**src/rtl/fp_int_converter.sv**
```systemverilog
`default_nettype none
// ============================================================================
// Module      : fp_int_converter
// Description : Iterative int32 <-> fp32 converter, truncating toward zero,
//               one shift per cycle with valid/ready on both sides.
// Revision    : 1.0 - initial release
// ============================================================================
module fp_int_converter (
    input  logic        clk,
    input  logic        rst_n,
    input  logic        in_valid,
    output logic        in_ready,
    input  logic        mode,
    input  logic [31:0] in_data,
    output logic        out_valid,
    input  logic        out_ready,
    output logic [31:0] out_data,
    output logic        out_inexact,
    output logic        out_invalid
);

    localparam logic [1:0] c_IDLE  = 2'd0;
    localparam logic [1:0] c_SHIFT = 2'd1;
    localparam logic [1:0] c_DONE  = 2'd2;

    logic [1:0]  r_state;
    logic        r_mode;
    logic        r_sign;
    logic [31:0] r_mag;
    logic [7:0]  r_exp;
    logic [4:0]  r_cnt;
    logic        r_sticky;

    logic        w_sign;
    logic [31:0] w_abs;
    logic [7:0]  w_exp;
    logic [22:0] w_frac;
    logic        w_nan;
    logic        w_int_min;
    logic        w_sat;
    logic        w_small;
    logic [4:0]  w_cnt;
    logic [31:0] w_neg_mag;

    assign w_sign    = in_data[31];
    assign w_abs     = w_sign ? (~in_data + 32'd1) : in_data;
    assign w_exp     = in_data[30:23];
    assign w_frac    = in_data[22:0];
    assign w_nan     = (w_exp == 8'hFF) && (w_frac != 23'd0);
    // -2^31 is the only value with e==158 that fits int32 exactly
    assign w_int_min = w_sign && (w_exp == 8'd158) && (w_frac == 23'd0);
    assign w_sat     = (w_exp >= 8'd158) && !w_int_min;
    assign w_small   = (w_exp < 8'd127);
    assign w_cnt     = 5'(8'd158 - w_exp);
    assign w_neg_mag = ~r_mag + 32'd1;

    assign in_ready  = (r_state == c_IDLE);
    assign out_valid = (r_state == c_DONE);

    always_ff @(posedge clk) begin
        if (!rst_n) begin
            r_state     <= c_IDLE;
            r_mode      <= 1'b0;
            r_sign      <= 1'b0;
            r_mag       <= 32'd0;
            r_exp       <= 8'd0;
            r_cnt       <= 5'd0;
            r_sticky    <= 1'b0;
            out_data    <= 32'd0;
            out_inexact <= 1'b0;
            out_invalid <= 1'b0;
        end else begin
            case (r_state)
                c_IDLE: begin
                    if (in_valid) begin
                        r_mode   <= mode;
                        r_sign   <= w_sign;
                        r_sticky <= 1'b0;
                        if (!mode) begin
                            if (in_data == 32'd0) begin
                                out_data    <= 32'd0;
                                out_inexact <= 1'b0;
                                out_invalid <= 1'b0;
                                r_state     <= c_DONE;
                            end else begin
                                r_mag   <= w_abs;
                                r_exp   <= 8'd158;
                                r_state <= c_SHIFT;
                            end
                        end else if (w_nan) begin
                            out_data    <= 32'h8000_0000;
                            out_inexact <= 1'b0;
                            out_invalid <= 1'b1;
                            r_state     <= c_DONE;
                        end else if (w_sat) begin
                            out_data    <= w_sign ? 32'h8000_0000 : 32'h7FFF_FFFF;
                            out_inexact <= 1'b0;
                            out_invalid <= 1'b1;
                            r_state     <= c_DONE;
                        end else if (w_int_min) begin
                            out_data    <= 32'h8000_0000;
                            out_inexact <= 1'b0;
                            out_invalid <= 1'b0;
                            r_state     <= c_DONE;
                        end else if (w_small) begin
                            out_data    <= 32'd0;
                            out_inexact <= (w_exp != 8'd0) || (w_frac != 23'd0);
                            out_invalid <= 1'b0;
                            r_state     <= c_DONE;
                        end else begin
                            r_mag   <= {1'b1, w_frac, 8'd0};
                            r_cnt   <= w_cnt;
                            r_state <= c_SHIFT;
                        end
                    end
                end
                c_SHIFT: begin
                    if (!r_mode) begin
                        // normalise until the hidden bit reaches bit 31
                        if (r_mag[31]) begin
                            out_data    <= {r_sign, r_exp, r_mag[30:8]};
                            out_inexact <= |r_mag[7:0];
                            out_invalid <= 1'b0;
                            r_state     <= c_DONE;
                        end else begin
                            r_mag <= {r_mag[30:0], 1'b0};
                            r_exp <= r_exp - 8'd1;
                        end
                    end else begin
                        if (r_cnt != 5'd0) begin
                            r_sticky <= r_sticky | r_mag[0];
                            r_mag    <= {1'b0, r_mag[31:1]};
                            r_cnt    <= r_cnt - 5'd1;
                        end else begin
                            out_data    <= r_sign ? w_neg_mag : r_mag;
                            out_inexact <= r_sticky;
                            out_invalid <= 1'b0;
                            r_state     <= c_DONE;
                        end
                    end
                end
                c_DONE: begin
                    if (out_ready) begin
                        r_state <= c_IDLE;
                    end
                end
                default: begin
                    r_state <= c_IDLE;
                end
            endcase
        end
    end

endmodule
`default_nettype wire

```
**config.mk**
```make
export PLATFORM = sky130hd
export DESIGN_NAME = fp_int_converter
export DESIGN_NICKNAME = d
export VERILOG_FILES = /design/src/rtl/fp_int_converter.sv
export SDC_FILE = /design/constraint.sdc
export NUM_CORES = 1
export LEC_CHECK = 0
export BUFFER_PORTS_ARGS = -buffer_cell sky130_fd_sc_hd__clkbuf_2
export CORE_UTILIZATION = 60
export DETAILED_ROUTE_END_ITERATION = 12
export PLACE_DENSITY = 0.82
export SLEW_MARGIN = 25
export SYNTH_ARGS = -nofsm -noshare
export SYNTH_HDL_FRONTEND = slang
export SYNTH_SLANG_ARGS = --single-unit
```
**constraint.sdc**
```tcl
create_clock -name clk -period 7.8 [get_ports clk]
set_input_delay 1.56 -clock clk [delete_from_list [all_inputs] [get_ports clk]]
set_output_delay 1.56 -clock clk [all_outputs]
set_load 0.02 [all_outputs]
```
==> out/metrics.cfg <==
[final_layout]
nets=860
antenna_cells=0
fin_area_um2=6608
area.growth.synth_to_final_pct=6.151
drive_gt1_frac=0.1551
fillers=887
final_util=0.6668

[setup_path]
cp_common_cell=or4_1
cp_top_family=simple AND/OR/NAND/NOR gates
max_stage_delay_ps=840
reg2regPathDepth=8
ff2ff_setup_slack_ps=4570
crit_arrival_ps=4710
path_buf_inv=1
crit_type=in -> reg
crit_fanout=61
cp-endpoint=out_inexact
end_kind=flop
slowest_stage=o31a_2
cp-start-kind=input pin
crit_start=in_data[9]
crit_required_ps=8080
cp_num_cells=7
r2r_start=r_cnt[0]
path_cells=clkbuf_2 -> or4_1 -> or4_1 -> nor3_4 -> o31a_2 -> o211ai_1 -> o211a_1
r2r_end=out_inexact

[cts]
cts-root-buf=clkbuf_8
cts_tree=built
cts.sinks=84
htreeDepth=3
cts_setup_buffers=0
numCtsBuffers=9
clockBufferDepth=2
cts_resized=0
cts_hold_buf=0
clk_pin_slew_ps=90
clk_latency_ps=380

[synthesis]
synth.area.top_cells=dfxtp_1, o21ai_0, a21oi_1, xnor2_1, a221oi_1
synth_edf_count=0
synth_fp_nets=863
avgSynthCellArea_um2=7.619
netlist.area_leader.share=0.2702
yosys.cell_types.count=74
yosysSeqAreaShare=0.2702
synth_common_cells=dfxtp_1, o21ai_0, clkbuf_1
ys_seq_elements=84
yosysWarnings=0
syn-cell-area_um2=6225
async_flop_share=0
synth_top_flop_cell=dfxtp_1
yosysTopAreaCell=dfxtp_1
syn-instance-count=817

[sta]
max_slew_margin=0.3354
setup_viol=0
rsz0062_at_grt=false
period_share=0.5687
min_period_ps=4436
skew_ps=15.96
worstMarginPinSlew_ps=995.8
fin_setup_tns_ps=0
finalMaxSlewViolations=0
max_freq_mhz=225.4
hold_viol=0

[floorplan]
die_w_um=103.9
die_height_um=103.9
ios=73
floorplan.initialDensity=0.6282
rows=36
core_um2=9910
dieArea_um2=10790

[hold_path]
min_path_type=reg -> reg

[drt]
detail_route.wl_per_cell_um=21.01
vias=6712
routed_wl_um=20000
drc=0
first_pass_iters=5
post_drt_via_cell_ratio=7.050
first_iter_violations=739
postRouteAntennaNets=0

[grt]
grt_first_pass_wirelength_um=32090
grt_max_degree=66
antenna_found_initial=0
gr-total-overflow=0
grt_pass1_vias=6294
track_usage=0.3673

[power]
vdd_drop_max_mv=0.1218
power-per-cell-area_nw_per_um2=206.8
combPwrFrac=0.354
clkPwrFrac=0.220
switching_share=0.4230
leakagePower_nw=2.345
power.switching_mw=0.5779
internal-power_mw=0.7884
seqPwrFrac=0.427

[place]
gp_congestion=0.9747
portBuffers=72
placed_area_um2=6421
hpwl_um=13820

[outcome]
status=finished clean

[flow_run]
drv_cap=0

routing by layer:
layer  part of all wire  vias up  wire length (um)  global-route usage
met4              0.036        0               722              0.1653
met3               0.10       72              2043             0.08083
met5                  0        -                 0                   0
li1                   -     3089                 -                   -
met2               0.45      418              8979              0.5800
met1               0.41     3133              8252              0.4792
through the flow:
step | total power [mW] | std cells | hold WS, ps | setup slack, ps
final | 1.366 | 952 | 468.4 | 3364
after global routing | 1.433 | 952 | 486.0 | 3132
after CTS | 1.346 | 952 | 469.4 | 3381
after detailed placement | 1.058 | 936 | 456.6 | 2975
after global placement | 1.041 | 936 | 450.0 | 3111
after floorplan | 0.9286 | 817 | 451.9 | 4028
final cells by class:
cell class / instances / area, um2 / share of cell area
Clock buffer: 11 / 141.4 / 0.02140
Multi-Input combinational cell: 623 / 4098 / 0.6201
Inverter: 16 / 60.06 / 0.009089
Clock inverter: 5 / 37.54 / 0.005681
Tap cell: 133 / 166.4 / 0.02518
Sequential cell: 84 / 1682 / 0.2545
Timing Repair Buffer: 80 / 422.9 / 0.06400
cells in the final DEF, fill, tap and decap left out, types with 5 or more instances in the layout:
master / n
nand4_1: 5
nor3_1: 16
nand2_1: 46
inv_1: 16
clkbuf_2: 71
a31oi_1: 26
o41ai_1: 6
dfxtp_1: 84
mux2i_1: 11
buf_4: 9
a222oi_1: 6
nand3_1: 16
a21oi_1: 66
a211oi_1: 10
clkbuf_8: 10
a311oi_1: 5
o211ai_1: 9
or4_1: 13
a221oi_1: 34
xor2_1: 8
nand2b_1: 13
xnor2_1: 35
nor4_1: 17
nor2_1: 61
a22o_1: 9
mux2_2: 5
a22oi_1: 9
ha_1: 9
o21ai_0: 84
or3_1: 13
o31ai_1: 13
cells by family (layout without fill, tap and decap cells):
logic type,count (synthesis),count (layout),share of synthesized area
buffers and inverters,110,112,0.07598
AOI/OAI and AO/OA,319,319,0.3489
muxes,16,16,0.02673
DFF,84,84,0.2702
adders and majority gates,9,9,0.01809
and+or+nand+nor,236,236,0.1996
xor gates and xnor gates,43,43,0.06050
how the worst min path moves through the flow:
stage	from	to	slack [ps]	cells after the start
6_report	out_invalid	out_invalid	470	2
5_1_grt	out_invalid	out_invalid	490	2
4_1_cts	out_invalid	out_invalid	470	2
3_5_place_dp	out_invalid	out_invalid	460	2
3_3_place_gp	out_invalid	out_invalid	450	2
2_1_floorplan	r_sticky	r_sticky	450	2
registers in the layout, summed over array words and instances (netlist names):
signal and count:
out_data 32, out_inexact 1, out_invalid 1, r_cnt 5, r_exp 8, r_mag 32, r_mode 1, r_sign 1
r_state 2, r_sticky 1
power by group through the flow:
stage | Sequential (mW) | Clock (mW) | Combinational [mW]
2_1_floorplan | 0.556 | 0 | 0.373
3_3_place_gp | 0.582 | 0 | 0.459
3_5_place_dp | 0.585 | 0 | 0.473
4_1_cts | 0.576 | 0.296 | 0.474
5_1_grt | 0.588 | 0.316 | 0.529
6_report | 0.583 | 0.300 | 0.483
worst reg2reg max path, cell delays in order, from the launching register on:
cell      delay (ps)
dfxtp_1          310
inv_1            110
ha_1             160
nor4b_1          680
mux2i_1          180
a211oi_1         430
o31a_2           870
o211ai_1         210
o211a_1          190
Note: power is estimated with default switching activity, not from simulation.
